==> src/rtl/sram_pkg.sv <==
// ---------------------------------------------------------------------------
// sram_pkg -- shared definitions for the two-core SRAM arbiter.
//   arb_state_t    : arbiter FSM states (IDLE, GRANT0, GRANT1)
//   ADDR_W_DEFAULT : default word-address width of cores and memory port
//   COUNT_MAX      : saturation value of the per-core grant counters
//   sat_inc()      : saturating 32-bit increment
// ---------------------------------------------------------------------------
package sram_pkg;

    localparam int          ADDR_W_DEFAULT = 17;
    localparam logic [31:0] COUNT_MAX      = 32'hFFFF_FFFF;

    typedef enum logic [1:0] {
        IDLE   = 2'd0,
        GRANT0 = 2'd1,
        GRANT1 = 2'd2
    } arb_state_t;

    function automatic logic [31:0] sat_inc(input logic [31:0] value);
        return (value == COUNT_MAX) ? value : value + 32'd1;
    endfunction

endpackage

==> src/rtl/rr_pick.sv <==
// ---------------------------------------------------------------------------
// rr_pick -- two-input round-robin selector.
//   req0, req1 : request lines
//   prio       : favoured input when both request (0 = input 0)
//   valid      : at least one request present
//   sel        : index of the chosen input (meaningful only when valid)
// ---------------------------------------------------------------------------
module rr_pick (
    input  logic req0,
    input  logic req1,
    input  logic prio,
    output logic valid,
    output logic sel
);

    assign valid = req0 | req1;
    // A lone request wins outright; a tie goes to the favoured input.
    assign sel   = (req0 & req1) ? prio : req1;

endmodule

==> src/rtl/sram_arbiter.sv <==
// ---------------------------------------------------------------------------
// sram_arbiter -- shares one memory-controller CPU port between two cores.
//   clock, reset            : sole clock; synchronous active-high reset
//   coreN{Read,Write}Enable : core N request strobes (either one = request)
//   coreNAddress/WriteData  : core N access address and write data
//   coreNStall              : core N must hold its request this cycle
//   coreNReadData           : memory read data on completion, else last read
//   coreNDone               : core N finished (latched, sticky)
//   mem*                    : forwarded request of the granted core
//   memStall / memReadData  : memory controller busy flag / read data
//   memDoneFlag             : registered, both cores have signalled done
//   grantCount0/1           : saturating count of completed accesses
// A grant lasts until the access completes (enable high, memStall low) or
// the core withdraws; the FSM always passes through IDLE between grants.
// ---------------------------------------------------------------------------
module sram_arbiter
    import sram_pkg::*;
#(
    parameter int ADDR_W = ADDR_W_DEFAULT
) (
    input  logic              clock,
    input  logic              reset,
    input  logic              core0ReadEnable,
    input  logic              core0WriteEnable,
    input  logic [ADDR_W-1:0] core0Address,
    input  logic [31:0]       core0WriteData,
    output logic              core0Stall,
    output logic [31:0]       core0ReadData,
    input  logic              core0Done,
    input  logic              core1ReadEnable,
    input  logic              core1WriteEnable,
    input  logic [ADDR_W-1:0] core1Address,
    input  logic [31:0]       core1WriteData,
    output logic              core1Stall,
    output logic [31:0]       core1ReadData,
    input  logic              core1Done,
    output logic              memReadEnable,
    output logic              memWriteEnable,
    output logic [ADDR_W-1:0] memAddress,
    output logic [31:0]       memWriteData,
    input  logic              memStall,
    input  logic [31:0]       memReadData,
    output logic              memDoneFlag,
    output logic [31:0]       grantCount0,
    output logic [31:0]       grantCount1
);

    arb_state_t  state, state_next;
    logic        prio;
    logic        req0, req1;
    logic        pick_valid, pick_sel;
    logic        complete0, complete1;
    logic [31:0] read_hold0, read_hold1;
    logic [31:0] count0, count1;
    logic        done0, done1;
    logic        done_both;

    assign req0 = core0ReadEnable | core0WriteEnable;
    assign req1 = core1ReadEnable | core1WriteEnable;

    rr_pick u_pick (
        .req0  (req0),
        .req1  (req1),
        .prio  (prio),
        .valid (pick_valid),
        .sel   (pick_sel)
    );

    // NOTE: sequential state uses non-blocking assignments so every register
    // samples the pre-edge values, independent of statement order.
    always_ff @(posedge clock) begin
        if (reset) begin
            state <= IDLE;
        end else begin
            state <= state_next;
        end
    end

    // NOTE: every output of this block is given a default first, so no path
    // through the case leaves a signal unassigned and no latch is inferred.
    always_comb begin
        state_next     = state;
        memReadEnable  = 1'b0;
        memWriteEnable = 1'b0;
        memAddress     = '0;
        memWriteData   = '0;
        complete0      = 1'b0;
        complete1      = 1'b0;

        case (state)
            IDLE: begin
                if (pick_valid) begin
                    state_next = pick_sel ? GRANT1 : GRANT0;
                end
            end

            GRANT0: begin
                // Write wins when a core raises both strobes.
                memWriteEnable = core0WriteEnable;
                memReadEnable  = core0ReadEnable & ~core0WriteEnable;
                memAddress     = core0Address;
                memWriteData   = core0WriteData;
                if (req0 && !memStall) begin
                    complete0  = 1'b1;
                    state_next = IDLE;
                end else if (!req0) begin
                    state_next = IDLE;
                end
            end

            GRANT1: begin
                memWriteEnable = core1WriteEnable;
                memReadEnable  = core1ReadEnable & ~core1WriteEnable;
                memAddress     = core1Address;
                memWriteData   = core1WriteData;
                if (req1 && !memStall) begin
                    complete1  = 1'b1;
                    state_next = IDLE;
                end else if (!req1) begin
                    state_next = IDLE;
                end
            end

            default: state_next = IDLE;
        endcase
    end

    // A requesting core is held off until the cycle its access completes.
    assign core0Stall    = req0 & ~complete0;
    assign core1Stall    = req1 & ~complete1;
    assign core0ReadData = complete0 ? memReadData : read_hold0;
    assign core1ReadData = complete1 ? memReadData : read_hold1;

    // The done flags feed memDoneFlag through their next values so the
    // combined flag rises on the same edge as the second sticky flag.
    assign done_both = (done0 | core0Done) & (done1 | core1Done);

    always_ff @(posedge clock) begin
        if (reset) begin
            prio        <= 1'b0;
            count0      <= '0;
            count1      <= '0;
            read_hold0  <= '0;
            read_hold1  <= '0;
            done0       <= 1'b0;
            done1       <= 1'b0;
            memDoneFlag <= 1'b0;
        end else begin
            done0       <= done0 | core0Done;
            done1       <= done1 | core1Done;
            memDoneFlag <= done_both;
            if (complete0) begin
                prio   <= 1'b1;
                count0 <= sat_inc(count0);
                if (!core0WriteEnable) begin
                    read_hold0 <= memReadData;
                end
            end
            if (complete1) begin
                prio   <= 1'b0;
                count1 <= sat_inc(count1);
                if (!core1WriteEnable) begin
                    read_hold1 <= memReadData;
                end
            end
        end
    end

    assign grantCount0 = count0;
    assign grantCount1 = count1;

endmodule
==> config.mk <==
export PLATFORM = sky130hd
export DESIGN_NAME = sram_arbiter
export DESIGN_NICKNAME = d
export VERILOG_FILES = /design/src/rtl/sram_pkg.sv /design/src/rtl/rr_pick.sv /design/src/rtl/sram_arbiter.sv
export SDC_FILE = /design/constraint.sdc
export NUM_CORES = 1
export LEC_CHECK = 0
export BUFFER_PORTS_ARGS = -buffer_cell sky130_fd_sc_hd__buf_2
export CORE_AREA = 2 2 124 126
export DETAILED_ROUTE_END_ITERATION = 6
export DIE_AREA = 0 0 126 128
export HOLD_SLACK_MARGIN = 0.03
export PLACE_DENSITY = 0.88
export SLEW_MARGIN = 20
export SYNTH_ARGS = -nofsm -noshare
export SYNTH_HDL_FRONTEND = slang
export SYNTH_SLANG_ARGS = --single-unit
==> constraint.sdc <==
create_clock -name clock -period 3.4 [get_ports clock]
set_clock_uncertainty 0.05 [all_clocks]
set_input_delay 0.34 -clock clock [delete_from_list [all_inputs] [get_ports clock]]
set_output_delay 0.34 -clock clock [all_outputs]
set_load 0.005 [all_outputs]
# Word level (Yosys, flattened, before mapping)
# Cells that the tools add are included.
totals:
  reg_bits: 134
  latch_bits: 0
  ramBits: 0
  romBits: 0
  inputBits: 139
  wordCells: 63
  memories: 0
classes:
  addsub: 2
  multipliers: 0
  n_div: 0
  magnitude_cmp: 0
  n_eq_ne: 7
  n_shift: 0
  mux: 18
  bitwise: 17
  n_reduce_logical: 10
ops:
  columns: ["cell", "count"]
  rows:
  - ["$add 32x1->32 const B", 2]
  - ["$eq 32x32->1 const B", 2]
  - ["$mux 32", 2]
  - ["$pmux 32 s2", 1]
  - ["$pmux 17 s2", 1]
  - ["$mux 2", 6]
  - ["$reduce_and 2->1", 4]
  - ["$and 1x1->1", 6]
  - ["$ne 3x3->1 const B", 2]
  - ["$not 1->1", 6]
  - ["$pmux 2 s3", 1]
  - ["$mux 1", 5]
  - ["$or 1x1->1", 5]
  - ["$pmux 1 s2", 2]
  - ["$reduce_and 3->1", 1]
  - ["$eq 2x1->1 const B", 1]
  - ["$eq 2x2->1 const B", 1]
  - ["$logic_and 1x1->1", 2]
  - ["$logic_not 2->1", 1]
  - ["$ne 2x2->1 const B", 1]
  - ["$reduce_or 2->1", 1]
  - ["$logic_not 1->1", 1]

# Longest topological paths before layout
# Gate-level depths: netlist of run 1.
depth:
  ltp_word: 6
  mapped_depth: 10

# Modules after synthesis
# Synthesis of run 1 repeated with hierarchy kept, for this count alone.
unflattened:
  hier_cells: 919
  hier_area_um2: 7363.3
by_module_without_submodules:
  columns: ["mod", "n_inst", "cells_each", "area_each_um2", "seq_area_each_um2"]
  rows:
  - ["sram_arbiter", 1, 916, 7345.8, 2682.6]
  - ["rr_pick", 1, 3, 17.5, 0.0]

# Least setup slack after synthesis of run 1
# Ideal clock, no wire load.
synth_path:
  kind: "register to output"
  from: "register state[1]"
  to: "output port core0ReadData[22]"
  arrival_ps: 1833
  t_required_ps: 3010
  slack_ps: 1177
  path_stages_with_launch: 8
  n_path_buf: 2
  path_cell_list: "dfxtp_1 > inv_1 > ha_1 > buf_2 > nand2b_1 > nor2_1 > clkbuf_1 > mux2_2"
synth_between:
  elab_chain_len: 3
synth_rtl:
  columns: ["element", "line_no", "source"]
  rows:
  - ["start: declaration", "sram_arbiter.sv:48", "arb_state_t state, state_next;"]
  - ["start signal: assignment", "sram_arbiter.sv:75", "state <= state_next;"]
  - ["$eq 2x1->1", "sram_arbiter.sv:90", "case (state)"]
  - ["$mux 1", "sram_arbiter.sv:90", null]
  - ["$mux 32", "sram_arbiter.sv:131", "assign core0ReadData = complete0 ? memReadData : read_hold0;"]
  - ["end: declaration", "sram_arbiter.sv:28", "output logic [31:0] core0ReadData,"]
# Every way passes these cells.

# Final worst setup path of run 1
layout_path:
  from: "register state[1]"
  to: "output port core0ReadData[10]"
# Same word-level chain as after synthesis.

==> results of run 1 <==
## per-layer routing
metal	track usage	wire (microns)	share of wire
met1	0.349	9640	0.38
met2	0.516	12500	0.50
met3	0.0689	2010	0.080
met4	0.124	894	0.036
met5	0	0	0
## kinds of logic after synthesis
kind of cell               synth area share
adders and majority gates           0.00875
muxes                                 0.109
and+or+nand+nor                       0.289
buffers and inverters                0.0339
AOI/OAI and AO/OA                     0.127
xor gates and xnor gates             0.0575
DFF                                   0.375
## cell type report
cell class	instances	area (sq um)
Antenna cell	1	2.50
Clock buffer	17	425
Clock inverter	15	148
Fill cell	1249	5410
Inverter	3	11.3
Multi-Input combinational cell	684	4250
Sequential cell	134	2680
Tap cell	188	235
Timing Repair Buffer	333	1700
## tightest hold or removal path: stages
cell and delay [ps]:
buf_2 70, nor2_1 50, nor2_1 70
## placed cells by master (no fill, tap or decap), types with 2 or more instances in the layout
cell / count
a211oi_1: 2
a21oi_1: 75
a22oi_1: 51
and2_1: 7
and3_1: 8
and4_1: 6
and4_4: 2
buf_2: 319
buf_4: 14
clkbuf_16: 17
clkinv_4: 5
clkinvlp_4: 6
dfxtp_1: 134
ha_1: 3
ha_2: 2
inv_1: 3
inv_6: 2
mux2_2: 66
nand2_1: 158
nand2b_1: 3
nand3_1: 18
nand4_1: 28
nand4_2: 2
nor2_1: 72
nor2_2: 2
nor2_4: 2
nor2b_1: 58
nor3_1: 18
nor3b_1: 2
nor4_1: 4
nor4_4: 2
o211ai_1: 3
o21ai_0: 13
o31a_1: 2
or3_1: 10
or4_1: 2
xnor2_1: 22
xor2_1: 25
## per-stage QoR
stage,cells,power [W]
final,1375,0.00395
after CTS,1374,0.00396
after detailed placement,1342,0.00221
after global placement,1342,0.00220
after global routing,1375,0.00408
after floorplan,878,0.00195
## worst max-delay path by stage
stage	from	cells after the start	end
finish	state[1]	7	core0ReadData[10]
global route	state[1]	7	core0ReadData[10]
CTS	state[0]	7	core1ReadData[7]
detailed placement	state[0]	8	grantCount1[31]
global placement	state[0]	8	grantCount1[31]
floorplan	state[1]	7	core0ReadData[22]
## state kept, by name, indices dropped and copies added, names as in the netlist
name         cells
done0            1
done1            1
grantCount0     32
grantCount1     32
memDoneFlag      1
prio             1
read_hold0      32
read_hold1      32
state            2
## power breakdown
group          internal (W)  total, W  leakage, nW  switching [W]
Clock               0.00102   0.00177        0.260       0.000750
Sequential          0.00159   0.00160         1.08      0.0000113
Combinational      0.000265  0.000581         2.78       0.000316
Total               0.00287   0.00395         4.12        0.00108
==> key figures, run 1 <==
GRT
  – Via count of the first global-routing pass: 7037
  – Overflow after GRT: 0
  – Pin count of the biggest net entering global routing: 57
  – Global-route wire length before repair: 37600 microns
  – GRT Total Usage: 0.296
  – Number of antenna violations at the first check in global routing: 1

Timing
  – Final number of setup-violating endpoints: 0
  – Hold Worst Slack: 82.1 ps
  – Worst-Margin Slew: 922 ps
  – Peak clock frequency supported by timing: around 0.37 GHz
  – Worst setup margin: 700 ps
  – Slew Limit Fails: 0
  – Total negative slack: 0 ps
  – Final Cycle Share: 0.794
  – Min cycle time layout: 2700 ps
  – Unrepaired setup endpoints after global routing: false
  – Worst relative slew slack: 0.384
  – Endpoints failing hold: 0

Synth
  – EDFF count, synth: 0
  – Most area-consuming cells after synthesis: dfxtp_1 38%, mux2_2 10%, nand2_1 8.3%
  – Yosys top cell area share: 0.375
  – Flip-flop cell with the highest count after synthesis: dfxtp_1
  – Cell with the most instances after synthesis: nand2_1
  – Commonest cells post-synth: 158 x nand2_1, 134 x dfxtp_1, 75 x a21oi_1, 74 x nor2_1, 66 x mux2_2
  – Syn Nets: 1022
  – Share of synthesized flip-flops with an asynchronous set or reset: 0
  – Post-synthesis sequential area ratio: 0.375
  – Syn_area_per_cell: a little over 8 sq um
  – Cell area after technology mapping: 0.00715 sq mm
  – Cell variety after synth: 51
  – Synthesized instance count: 878
  – Post-synthesis register bit count: 134
  – Largest area contributor in the synthesized netlist: dfxtp_1
  – Yosys synthesis warning count: 0

Hold path
  – Number of cells traversed by the worst hold path: 3
  – Hold Crit Endpoint: done0
  – Worst min-delay path category: input port to flop
  – Source of the worst hold timing path: core0Done

Pwr
  – Power per cell area: 418 mW/mm^2
  – Leakage power of the design: 4.12 nW
  – VDD IR max: 0.348 mV

Floorplanning
  – Row count: 45
  – DIE AREA: 0.0161 sq mm
  – Overall die height: 128 microns
  – Starting density of the core: 0.481
  – Area of the core region: 0.0149 sq mm
  – Boundary Pins: approximately 320
  – Die width: 126 microns

Finish
  – Net count, final: 1317
  – Layout overhead on the synthesized area: 32.2%
  – Finished Cell Area: 0.00945 sq mm
  – Share of cells above drive strength 1: 0.381
  – Utilization after layout: 0.636

Clock network
  – Clock tree from TritonCTS: done
  – CTS resizes: 0
  – Number of post-CTS setup repair buffers: 0
  – Clock-pin transition on the worst setup and hold timing paths: 60 ps
  – # hold bufs at CTS: 0
  – Clock latency at the later pin of the worst-skew pair: 420 ps
  – Clk buf depth: 2
  – Number of buffers created by CTS: 17
  – Total number of H-tree levels: 4
  – Number of clock sinks: 134
  – Clock Tree Root: clkbuf_16

Worst setup path
  – Worst reg2reg path depth: 8
  – Delay of the slowest cell on the worst path: 440 ps
  – Worst r2r src: state[0]
  – Classification of the worst setup path: flop to primary output
  – CP Capture Type: primary output
  – Highest fanout seen on the critical path: 33
  – Data required time at the worst endpoint: 3010 ps
  – Worst reg2reg endpoint: grantCount1[31]
  – Number of buffer and inverter stages on the critical path: 3
  – Signal arrival time at the worst endpoint: 2310 ps
  – Slowest stage cell, crit path: buf_4
  – Slack of the worst reg-to-reg path: 960 ps
  – Kind of cell adding the most delay to the critical path: buffers and inverters
  – Kind of launch point of the worst setup path: flop
  – CP Cell Sequence: inv_1, ha_2, nand2b_1, nor2_4, buf_4, mux2_2, buf_2

Routing
  – Post-route ant nets: 0
  – # DRC: 1
  – Iter 0 DRT Violations: 721
  – Vias: slightly below 8000
  – DR vias/cell: 5.71
  – WL/cell: 18.2 microns
  – Routed Wire Length: 25100 microns
  – Pre-antenna DRT Iters: 7

Status
  – Violated checks: design-rule violations
  – Result of the run: finished, violations left

Placement
  – HPWL after detailed placement: 18200 microns
  – Routability congestion estimate from global placement: ~0.90
  – Worst slack at placement: 1050 ps
  – Placement Cell Area: roughly 0.0089 sq mm
  – Count of port buffers added during placement: 320

Job
  – Reported max-cap violation count: 0
(Power assumes the default switching activity.)
==> run 2: changes to the inputs <==
CORE_AREA = unset   (was 2 2 124 126)
CORE_ASPECT_RATIO = 1.5   (was unset)
CORE_MARGIN = 2   (was unset)
CORE_UTILIZATION = 43   (was unset)
DIE_AREA = unset   (was 0 0 126 128)
PLACE_DENSITY = 0.83   (was 0.88)
clock period = 2.25 ns   (was 3.4 ns; I/O delays follow)
==> key figures, run 2 (synthesized netlist as in run 1, its figures left out) <==
Worst setup path
  – CP Cell Sequence: inv_2, buf_4, ha_1, buf_12, nor2b_1, buf_2
  – Number of buffer and inverter stages on the critical path: 4
  – CP Capture Type: primary output
  – Kind of cell adding the most delay to the critical path: buffers and inverters
  – Signal arrival time at the worst endpoint: 1960 ps
  – Delay of the slowest cell on the worst path: 340 ps
  – Classification of the worst setup path: flop to primary output
  – Worst reg2reg endpoint: grantCount1[3]
  – Kind of launch point of the worst setup path: flop
  – Worst reg2reg path depth: 7
  – Data required time at the worst endpoint: 1980 ps
  – Slack of the worst reg-to-reg path: approximately 80 ps
  – Highest fanout seen on the critical path: 33
  – Slowest stage cell, crit path: dfxtp_2
  – Worst r2r src: grantCount1[0]

Finish
  – Finished Cell Area: 0.0107 sq mm
  – Net count, final: 1390
  – Count of fill cells added during filler insertion: 1313
  – Utilization after layout: 0.658
  – Layout overhead on the synthesized area: 49.6%
  – Top library cells by usage in the layout, fill and taps aside: 302 x buf_2, 157 x nand2_1, 132 x dfxtp_1
  – Share of cells above drive strength 1: 0.427
  – Most common cell after layout, fill and taps aside: buf_2

Clock network
  – Clock-pin transition on the worst setup and hold timing paths: ~60 ps
  – Number of clock sinks: around 130
  – Clock tree from TritonCTS: done
  – Clk buf depth: 2
  – Clock Tree Root: clkbuf_16
  – Clock latency at the later pin of the worst-skew pair: 410 ps
  – Number of buffers created by CTS: 17
  – Total number of H-tree levels: 4

GRT
  – Global-route wire length before repair: 41200 microns
  – Via count of the first global-routing pass: 7662
  – Number of antenna violations at the first check in global routing: 1
  – Pin count of the biggest net entering global routing: 55
  – GRT Total Usage: 0.307
  – Overflow after GRT: 0

Timing
  – Endpoints failing hold: 0
  – Final number of setup-violating endpoints: 0
  – Unrepaired setup endpoints after global routing: true
  – Worst relative slew slack: 0.543
  – Worst-Margin Slew: about 680 ps
  – Slew Limit Fails: 0
  – Min cycle time layout: 2230 ps
  – Total negative slack: 0 ps
  – Hold Worst Slack: around 42 ps
  – Final Cycle Share: 0.993
  – Peak clock frequency supported by timing: 0.448 GHz

Routing
  – DR vias/cell: 5.54
  – Routed Wire Length: 29000 microns
  – Pre-antenna DRT Iters: 5
  – Post-route ant nets: 0
  – WL/cell: between 15 and 20 microns
  – # DRC: 0
  – Iter 0 DRT Violations: about 720
  – Vias: a little over 8000

Pwr
  – Leakage power of the design: 4.68 nW
  – VDD IR max: a little under 0.5 mV
  – Power per cell area: 592 mW/mm^2

Hold path
  – Worst min-delay path category: input port to flop
  – Hold Crit Endpoint: read_hold1[1]
  – Number of cells traversed by the worst hold path: 3
  – Source of the worst hold timing path: memReadData[1]

Placement
  – HPWL after detailed placement: 19800 microns
  – Count of port buffers added during placement: 320
  – Placement Cell Area: a little over 0.009 sq mm
  – Routability congestion estimate from global placement: between 0.9 and 1

Floorplanning
  – Die width: about 110 microns
  – Starting density of the core: 0.440
  – Row count: 57
  – DIE AREA: between 0.015 and 0.02 sq mm
  – Boundary Pins: between 300 and 400
  – Overall die height: 162 microns
  – Area of the core region: 0.0163 sq mm

Status
  – Result of the run: completed

Job
  – Reported max-cap violation count: 0
## run 2: changes by cell type in the layout (fill, tap and decap cells not counted), moves of 22 or more
cell and delta:
dlygate4sd3_1 +23, buf_4 +30, buf_6 +24, nor2b_1 -22
mux2_2 -40, mux2_4 +40
## run 2: area by class of cell
cell class	count	area, sq um	share of cell area
antenna	1	2.50	0.000234
clock inverter	15	140	0.0131
sequential	134	2690	0.251
tap	206	258	0.0241
multi-input combinational	684	4530	0.424
inverter	3	13.8	0.00129
timing repair buffer	406	2640	0.247
clock buffer	17	425	0.0398
## run 2: power breakdown
part | switching (W) | total (W) | internal, W
clock | 0.00126 | 0.00272 | 0.00147
sequential | 0.0000193 | 0.00242 | 0.00240
combinational | 0.000590 | 0.00119 | 0.000603
## run 2: worst max path at each step
| stage | startpoint | to | slack (ps) | cells past startpoint |
|---|---|---|---|---|
| global route | state[0] | memAddress[12] | -30 | 6 |
| finish | state[0] | memAddress[12] | 20 | 6 |
| floorplan | grantCount0[0] | grantCount0[16] | 90 | 9 |
| global placement | state[1] | grantCount0[23] | 130 | 8 |
| CTS | state[0] | core0ReadData[12] | -10 | 8 |
| detailed placement | state[1] | grantCount0[23] | 90 | 8 |
## run 2: repair_timing
item                                   4_1_cts  5_1_grt
endpoints found under the hold margin       33        0
pin swaps                                    4        9
gates resized for setup                     47       78
buffers inserted                            14        2
setup endpoints to repair                  113      116
gates cloned                                 5        1
hold buffers                                23        0
## run 2: through the flow
step                      std cells  total power (W)  setup WS [ps]
after CTS                      1464          0.00624          -11.9
after detailed placement       1392          0.00339           92.3
after global routing           1465          0.00653          -34.7
after global placement         1392          0.00338            129
after floorplan                 878          0.00295           85.2
final                          1466          0.00633           15.4
## run 2: layer usage
layer / up-vias / GRT usage / wire length [microns]
met5: - / 0 / 0
met4: 0 / 0.132 / 1160
met3: 69 / 0.0514 / 2510
met2: 465 / 0.532 / 14400
met1: 3791 / 0.368 / 11000
li1: 3794 / - / -
## run 2: tightest hold or removal path: cells and delay by family
| kind | cells | cell delay (ps) |
|---|---|---|
| compound gates | 1 | 50 |
| buf+inv | 1 | 120 |
| simple gates | 1 | 50 |
